## src/rtl/ghost_mode_sched_if.sv

```systemverilog
// Mode-line bundle between the game FSM and the ghost-mode scheduler.
// The game side drives the event inputs. The scheduler drives the mode lines that the ghost movers read.
interface ghost_mode_sched_if;
  logic       frame_tick;
  logic       level_start;
  logic       pellet_eaten;
  logic       freeze;
  logic       isScatter;
  logic       isChase;
  logic       isFrightened;
  logic       fright_flash;
  logic       reverse;
  logic [2:0] phase;

  modport master (
    output frame_tick, level_start, pellet_eaten, freeze,
    input  isScatter, isChase, isFrightened, fright_flash, reverse, phase
  );

  modport slave (
    input  frame_tick, level_start, pellet_eaten, freeze,
    output isScatter, isChase, isFrightened, fright_flash, reverse, phase
  );
endinterface

```

## src/rtl/ghost_mode_sched.sv

```systemverilog
// Global ghost-mode scheduler: runs the scatter/chase timetable and the frightened intervals.
// It issues registered mode lines and a one-cycle reverse pulse.
module ghost_mode_sched #(
  parameter int SCATTER_LONG  = 420,
  parameter int SCATTER_SHORT = 300,
  parameter int CHASE_LEN     = 1200,
  parameter int FRIGHT_LEN    = 360,
  parameter int FLASH_LEN     = 120,
  parameter int TIMER_W       = 11
) (
  input  logic               clk,
  input  logic               reset,
  ghost_mode_sched_if.slave  bus
);

  typedef enum logic [1:0] {
    IDLE   = 2'd0,
    RUN    = 2'd1,
    FRIGHT = 2'd2
  } state_t;

  state_t               state_r;
  state_t               stateNext_s;
  logic [2:0]           phase_r;
  logic [2:0]           phaseNext_s;
  logic [TIMER_W-1:0]   phaseTimer_r;
  logic [TIMER_W-1:0]   phaseTimerNext_s;
  logic [TIMER_W-1:0]   frightTimer_r;
  logic [TIMER_W-1:0]   frightTimerNext_s;
  logic                 tickCounted_s;
  logic                 reverseNext_s;
  logic                 scatterNext_s;
  logic                 chaseNext_s;
  logic                 frightNext_s;
  logic                 flashNext_s;

  // Phase 7 is the endless chase, so its timer load is never consumed.
  function automatic logic [TIMER_W-1:0] phaseDuration(input logic [2:0] ph);
    logic [TIMER_W-1:0] dur;
    case (ph)
      3'd0, 3'd2:       dur = TIMER_W'(SCATTER_LONG);
      3'd4, 3'd6:       dur = TIMER_W'(SCATTER_SHORT);
      3'd1, 3'd3, 3'd5: dur = TIMER_W'(CHASE_LEN);
      default:          dur = {TIMER_W{1'b0}};
    endcase
    return dur;
  endfunction

  assign tickCounted_s = bus.frame_tick & ~bus.freeze;
  assign bus.phase     = phase_r;

  // Next-state, timer and pulse logic; level_start outranks pellet_eaten, which outranks the tick.
  always_comb begin
    stateNext_s       = state_r;
    phaseNext_s       = phase_r;
    phaseTimerNext_s  = phaseTimer_r;
    frightTimerNext_s = frightTimer_r;
    reverseNext_s     = 1'b0;

    if (bus.level_start) begin
      stateNext_s       = RUN;
      phaseNext_s       = 3'd0;
      phaseTimerNext_s  = TIMER_W'(SCATTER_LONG);
      frightTimerNext_s = {TIMER_W{1'b0}};
    end else begin
      case (state_r)
        IDLE: begin
          stateNext_s = IDLE;
        end
        RUN: begin
          if (bus.pellet_eaten) begin
            stateNext_s       = FRIGHT;
            frightTimerNext_s = TIMER_W'(FRIGHT_LEN);
            reverseNext_s     = 1'b1;
          end else if (tickCounted_s && (phase_r != 3'd7)) begin
            if (phaseTimer_r == TIMER_W'(1)) begin
              phaseNext_s      = phase_r + 3'd1;
              phaseTimerNext_s = phaseDuration(phase_r + 3'd1);
              reverseNext_s    = 1'b1;
            end else begin
              phaseTimerNext_s = phaseTimer_r - TIMER_W'(1);
            end
          end else begin
            phaseTimerNext_s = phaseTimer_r;
          end
        end
        FRIGHT: begin
          // The suspended phase and its timer resume untouched on exit, with no reverse.
          if (bus.pellet_eaten) begin
            frightTimerNext_s = TIMER_W'(FRIGHT_LEN);
            reverseNext_s     = 1'b1;
          end else if (tickCounted_s) begin
            if (frightTimer_r == TIMER_W'(1)) begin
              stateNext_s       = RUN;
              frightTimerNext_s = {TIMER_W{1'b0}};
            end else begin
              frightTimerNext_s = frightTimer_r - TIMER_W'(1);
            end
          end else begin
            frightTimerNext_s = frightTimer_r;
          end
        end
        default: begin
          stateNext_s       = IDLE;
          phaseNext_s       = 3'd0;
          phaseTimerNext_s  = {TIMER_W{1'b0}};
          frightTimerNext_s = {TIMER_W{1'b0}};
        end
      endcase
    end

    scatterNext_s = (stateNext_s == RUN) && !phaseNext_s[0];
    chaseNext_s   = (stateNext_s == RUN) && phaseNext_s[0];
    frightNext_s  = (stateNext_s == FRIGHT);
    flashNext_s   = (stateNext_s == FRIGHT) && (frightTimerNext_s <= TIMER_W'(FLASH_LEN));
  end

  // State, timers and registered mode lines.
  always_ff @(posedge clk or negedge reset) begin
    if (!reset) begin
      state_r          <= IDLE;
      phase_r          <= 3'd0;
      phaseTimer_r     <= {TIMER_W{1'b0}};
      frightTimer_r    <= {TIMER_W{1'b0}};
      bus.isScatter    <= 1'b0;
      bus.isChase      <= 1'b0;
      bus.isFrightened <= 1'b0;
      bus.fright_flash <= 1'b0;
      bus.reverse      <= 1'b0;
    end else begin
      state_r          <= stateNext_s;
      phase_r          <= phaseNext_s;
      phaseTimer_r     <= phaseTimerNext_s;
      frightTimer_r    <= frightTimerNext_s;
      bus.isScatter    <= scatterNext_s;
      bus.isChase      <= chaseNext_s;
      bus.isFrightened <= frightNext_s;
      bus.fright_flash <= flashNext_s;
      bus.reverse      <= reverseNext_s;
    end
  end

endmodule

```

## src/flat_wrapper.sv

```systemverilog
// flat-port wrapper written by rule: the top's interface ports become plain ports
module ghost_mode_sched_flat 
#(
  parameter int SCATTER_LONG  = 420,
  parameter int SCATTER_SHORT = 300,
  parameter int CHASE_LEN     = 1200,
  parameter int FRIGHT_LEN    = 360,
  parameter int FLASH_LEN     = 120,
  parameter int TIMER_W       = 11
)
  (clk, reset, bus_frame_tick, bus_level_start, bus_pellet_eaten, bus_freeze, bus_isScatter, bus_isChase, bus_isFrightened, bus_fright_flash, bus_reverse, bus_phase);
  ghost_mode_sched_if bus_i ();
  input  logic clk;
  input  logic reset;
  input wire logic [$bits(bus_i.frame_tick)-1:0] bus_frame_tick;
  input wire logic [$bits(bus_i.level_start)-1:0] bus_level_start;
  input wire logic [$bits(bus_i.pellet_eaten)-1:0] bus_pellet_eaten;
  input wire logic [$bits(bus_i.freeze)-1:0] bus_freeze;
  output wire logic [$bits(bus_i.isScatter)-1:0] bus_isScatter;
  output wire logic [$bits(bus_i.isChase)-1:0] bus_isChase;
  output wire logic [$bits(bus_i.isFrightened)-1:0] bus_isFrightened;
  output wire logic [$bits(bus_i.fright_flash)-1:0] bus_fright_flash;
  output wire logic [$bits(bus_i.reverse)-1:0] bus_reverse;
  output wire logic [$bits(bus_i.phase)-1:0] bus_phase;
  assign bus_i.frame_tick = bus_frame_tick;
  assign bus_i.level_start = bus_level_start;
  assign bus_i.pellet_eaten = bus_pellet_eaten;
  assign bus_i.freeze = bus_freeze;
  assign bus_isScatter = bus_i.isScatter;
  assign bus_isChase = bus_i.isChase;
  assign bus_isFrightened = bus_i.isFrightened;
  assign bus_fright_flash = bus_i.fright_flash;
  assign bus_reverse = bus_i.reverse;
  assign bus_phase = bus_i.phase;
  ghost_mode_sched #(.SCATTER_LONG(SCATTER_LONG), .SCATTER_SHORT(SCATTER_SHORT), .CHASE_LEN(CHASE_LEN), .FRIGHT_LEN(FRIGHT_LEN), .FLASH_LEN(FLASH_LEN), .TIMER_W(TIMER_W)) u_core (.clk(clk), .reset(reset), .bus(bus_i));
endmodule
```

## config.mk

```make
export PLATFORM = sky130hd
export DESIGN_NAME = ghost_mode_sched_flat
export DESIGN_NICKNAME = d
export VERILOG_FILES = /design/src/rtl/ghost_mode_sched_if.sv /design/src/rtl/ghost_mode_sched.sv /design/src/flat_wrapper.sv
export SDC_FILE = /design/constraint.sdc
export NUM_CORES = 1
export LEC_CHECK = 0
export BUFFER_PORTS_ARGS = -buffer_cell sky130_fd_sc_hd__buf_2
export CAP_MARGIN = 0
export CORE_ASPECT_RATIO = 1.1
export CORE_MARGIN = 5
export CORE_UTILIZATION = 41
export DETAILED_ROUTE_END_ITERATION = 8
export GPL_TIMING_DRIVEN = 0
export SYNTH_ARGS = -nofsm -noshare
export SYNTH_HDL_FRONTEND = slang
export SYNTH_SLANG_ARGS = --single-unit
```

## constraint.sdc

```tcl
create_clock -name clk -period 3.46 [get_ports clk]
set_input_delay 0.173 -clock clk [delete_from_list [all_inputs] [get_ports clk]]
set_output_delay 0.173 -clock clk [all_outputs]
set_load 0.005 [all_outputs]
```

# Word-level counts from Yosys, hierarchy flattened
# Index checks and enable logic that the tools add are counted.
op_classes:
  n_eq_ne: 17
  n_addsub: 3
  n_bitwise: 2
  n_reduce_logical: 13
  n_lt_le_gt_ge: 1
  n_mux: 29
op_table:
  columns: ["op", "count"]
  rows:
  - ["11-bit 2-to-1 mux", 9]
  - ["11-bit case mux with 3 select lines", 2]
  - ["11-bit by 1-bit equality test with 1-bit output (second input constant)", 2]
  - ["11-bit case mux with 2 select lines", 1]
  - ["11-bit by 1-bit subtractor with 11-bit output (second input constant)", 2]
  - ["3-bit 2-to-1 mux", 4]
  - ["11-bit by 7-bit <= comparator with 1-bit output (second input constant)", 1]
  - ["2-bit 2-to-1 mux", 5]
  - ["3-bit equality test (second input constant)", 3]
  - ["3-bit by 2-bit equality test with 1-bit output (second input constant)", 2]
  - ["3-bit by 2-bit != test with 1-bit output (second input constant)", 2]
  - ["3-bit != test (second input constant)", 2]
  - ["3-bit case mux with 2 select lines", 1]
  - ["2-bit OR reduction", 3]
  - ["1-bit 2-to-1 mux", 5]
  - ["2-bit by 1-bit equality test with 1-bit output (second input constant)", 2]
  - ["2-bit equality test (second input constant)", 2]
  - ["1-bit logical AND", 4]
  - ["2-bit case mux with 2 select lines", 1]
  - ["4-bit AND reduction", 1]
  - ["3-bit by 1-bit adder with 3-bit output (second input constant)", 1]
  - ["3-bit by 1-bit equality test with 1-bit output (second input constant)", 1]
  - ["3-bit logical NOT", 1]
  - ["3-bit AND reduction", 1]
  - ["other kinds (7)", 7]
word_totals:
  output_inout_bits: 8
  regBits: 32

# Longest topological paths before layout
depth:
  ltp_word: 9
  ltp_mapped: 9
  ltp_nobuf: 8

# Worst setup path before layout
# Ideal clock, no wire load.
synth_timing:
  path_type: "register -> register"
  start: "reg u_core.state_r[0]"
  end: "reg u_core.bus.fright_flash"
  path_slack_ps: 1070
  setup_ps: 65
  t_arrival_ps: 2325
  stages_incl_launch_ff: 9
  path_cell_list: "dfrtp_1 inv_1 ha_1 o21ai_0 a21oi_1 a211o_1 or3b_2 nor4_1 o21a_1"
synth_via:
  word_cells_on_any_way: 14
  classes_between: "1 x order compare; 3 x eq/ne; 8 x mux; 2 x reduce/logical"
synth_lines:
  columns: ["item", "line_no", "rtl"]
  rows:
  - ["from (decl)", "ghost_mode_sched.sv:22", "state_t state_r;"]
  - ["from (signal assigned)", "ghost_mode_sched.sv:131", "state_r <= stateNext_s;"]
  - ["2-bit equality test, or another cell as far along", "ghost_mode_sched.sv:66", "case (state_r)"]
  - ["11-bit case mux with 3 select lines *", "ghost_mode_sched.sv:66", null]
  - ["11-bit 2-to-1 mux *", "ghost_mode_sched.sv:60", "if (bus.level_start) begin"]
  - ["named net u_core.frightTimerNext_s[8]", "ghost_mode_sched.sv:29", "logic [TIMER_W-1:0] frightTimerNext_s;"]
  - ["11-bit by 7-bit <= comparator with 1-bit output *", "ghost_mode_sched.sv:115", "flashNext_s = (stateNext_s == FRIGHT) && (frightTimerNext_s <= TIMER_W'(FLASH_LEN));"]
  - ["1-bit logical AND *", "ghost_mode_sched.sv:115", null]
  - ["named net u_core.flashNext_s", "ghost_mode_sched.sv:35", "logic flashNext_s;"]
  - ["to (signal assigned)", "ghost_mode_sched.sv:138", "bus.fright_flash <= flashNext_s;"]
  - ["to (decl)", "ghost_mode_sched_if.sv:22", "output isScatter, isChase, isFrightened, fright_flash, reverse, phase"]
# Mark *: on every way through the listed nets, which the timed path passes. The rest lies on a longest branch.
# A chain may end at the register's enable or synchronous reset.

# Worst setup path in the final report
# Same ends and word-level chain as after synthesis.

==> results.cfg <==
[place]
dp_hpwl_um = 3910
port-buffer-count = 13
post_dp_cell_area_um2 = 2310
finalWeightedCongestion = 0.882

[power]
ir_drop_mv = 0.147
p_leak_uw = 0.00103
p_per_area_nw_per_um2 = 338
total_power_uw = 811

[clocking]
worstSkewPairLatency_ns = 0.28
cts_num_sinks = 32
root_buffer = clkbuf_8
h-tree-depth = 2
numCtsBuffers = 5
tritoncts = yes
clk_pin_slew_ns = 0.07
clock_path_buffers = 2
post_cts_buffers = 0

[synth]
synth-seq-cells = 32
synth-edff-count = 0
syn_inst = 242
synthTopCellsByArea = dfrtp_1 37%, ha_1 8.6%, nor2_1 4.7%
synthArstFlopShare_pct = 100
yosysTopAreaCellShare_pct = 36.9
yosysSeqAreaShare_pct = 36.9
synth_area_per_cell_um2 = 8.98
synth.distinct_cells = 51
synth_area_leader_cell = dfrtp_1
yosysWarnings = 0
synth.top_cells.by_count = 32 x dfrtp_1, 27 x nor2_1, 18 x a21oi_1, 18 x o21ai_0, 16 x inv_1
syn-num-nets = 263
synth.most_common_cell = dfrtp_1
ys.flop_type = dfrtp_1
syn-cell-area_um2 = 2170

[status]
status = finished clean

[final_layout]
fin_nets = 284
synthToLayoutAreaGrowth_pct = 10.4
diodes = 0
final_area_um2 = 2400
final_layout_size_suffix_gt1_share_pct = 12.2

[die]
pin_count = 14
initial_utilization_pct = 42.9
die_y_um = 86.3
fp-row-count = 27
coreArea_um2 = 5070
die_w_um = 79.4
dieArea_um2 = 6860

[global_routing]
grt_pass1_vias = 1913
grt_pass1_wl_um = 8990
gr-usage-all-layers_pct = 16.6
antenna_found_initial = 0
overflow = 0
grt_max_degree = 33

[sta]
skew_ns = 0.00747
slew_headroom_pct = 41.3
finalSetupViolCount = 0
finalCritPeriodShare_pct = 86.0
min_period_ns = 2.97
rsz0062_at_grt = no
worst_pin_slew_ns = 0.871
timing.fmax_mhz = 336
final_max_slew_viol_count = 0
hold_viol = 0
setup_tns_ns = 0

[routing]
routed_wirelength_um = 5200
vias = 1876
vias_per_cell = 5.84
wl_per_cell_um = 16.2
drc_errors = 0
ant_nets = 0
firstDrtPassIters = 5
drt_iter0_drc = 74

[worst_setup_path]
worst_ep_arrival_time_ns = 3.20
endpoint_kind = flip-flop
cp_data_required_time_ns = 3.69
slowest_stage = o21ai_0
crit_chain = inv_1 -> ha_1 -> o21ai_0 -> a21oi_1 -> a211o_1 -> or3b_2 -> nor4_1 -> o21a_1
critical_path_class = flip-flop to flip-flop
slowest_delay_ns = 0.71
cp_max_fo = 7
cp-start-kind = flip-flop

[min_path]
hold_path.class = input port to flip-flop

[job]
max_cap_viol_count = 0
-- worst max-delay path: cells and delay by family, from the launching register on --
kind	cells	cell delay, ns
compound gates	4	1.28
simple gates	2	0.76
flops	1	0.48
buf+inv	1	0.13
fa+ha+maj	1	0.27
-- power by group --
group / internal, µW / total [µW] / switching, µW
Clock: 137 / 268 / 132
Sequential: 389 / 407 / 18.2
Combinational: 50.8 / 136 / 85.7
Total: 576 / 811 / 236
-- metal layers --
| layer | routed length (µm) | global-route usage, % | up-vias |
|---|---|---|---|
| met5 | 0 | 0 | - |
| met4 | 68 | 4.69 | 0 |
| met3 | 160 | 3.85 | 7 |
| met2 | 2680 | 29.8 | 23 |
| met1 | 2280 | 19.8 | 912 |
| li1 | - | - | 934 |
-- logic make-up (layout without fill, tap and decap cells) --
logic type	Yosys count	after routing	share of synthesized area (%)
AOI/OAI and AO/OA	70	70	21.5
muxes	3	3	1.38
buffers and inverters	22	43	3.86
and+or+nand+nor	94	94	25.3
adders and majority gates	15	15	8.64
xor gates and xnor gates	6	6	2.42
DFF	32	32	36.9
-- layout by cell type (no fill, tap or decap), types with 2 or more instances in the layout --
cell type   n
nand3_1     4
nand4_1     3
nand2b_1    6
clkbuf_8    5
or3b_2      2
a41oi_1     2
a41o_1      2
or2_2       2
dfrtp_1    32
a21oi_1    18
nand3b_1    2
a211oi_1    3
a22oi_1     5
or4_1       4
nor3_1      7
nor4_1      6
nor2_1     27
and2_1      2
xor2_1      2
inv_1      16
clkbuf_1    6
or3b_1      2
o21ai_0    18
nor4b_2     2
nor2b_1     4
a21o_1      4
o21a_1      2
buf_2      14
o41ai_1     5
xnor2_1     4
mux2i_1     3
ha_1       15
and3_1      2
nand2_1    12
-- stage by stage --
stage	cells	util, %	hold slack [ns]	setup slack, ns
floorplan	242	-	-0.123	1.07
global placement	313	45.6	0.267	0.469
detailed placement	313	45.6	0.281	0.439
CTS	321	47.3	0.195	0.441
global route	321	47.3	0.207	0.301
finish	321	47.3	0.202	0.486
-- final cells by class --
| cell class | instances | area, µm² |
|---|---|---|
| timing repair buffer | 14 | 75.1 |
| fill | 513 | 2670 |
| inverter | 16 | 60.1 |
| buffer | 6 | 23.8 |
| multi-input combinational | 188 | 1290 |
| clock inverter | 1 | 5.00 |
| sequential | 32 | 801 |
| tap | 58 | 72.6 |
| clock buffer | 6 | 72.6 |
-- sequential cells by signal, indices dropped and copies added, names as in the netlist --
| signal | count |
|---|---|
| u_core.bus.isScatter | 1 |
| u_core.bus.fright_flash | 1 |
| u_core.bus.isFrightened | 1 |
| u_core.frightTimer_r | 11 |
| u_core.state_r | 2 |
| u_core.phaseTimer_r | 11 |
| u_core.bus.phase | 3 |
| u_core.bus.isChase | 1 |
| u_core.bus.reverse | 1 |
-- what timing repair did --
| action | CTS | global route |
|---|---|---|
| hold buffers | 1 | 0 |
| gates resized for setup | 0 | 0 |
| hold endpoints to repair | 32 | 0 |
-- worst paths after layout --
check                                            start                       to  slack (ns)  cells after the start
worst max-delay path                 u_core.state_r[0]  u_core.bus.fright_flash        0.49                      8
worst min-delay path                   bus_level_start        u_core.state_r[0]        0.20                      2
worst min register to register  u_core.phaseTimer_r[8]   u_core.phaseTimer_r[8]        0.56                      2
worst max register to register       u_core.state_r[0]  u_core.bus.fright_flash        0.49                      8
max in group asynchronous                        reset   u_core.phaseTimer_r[9]        2.52                      2
min in group asynchronous                        reset  u_core.bus.fright_flash        0.48                      2
(Power assumes the default switching activity.)
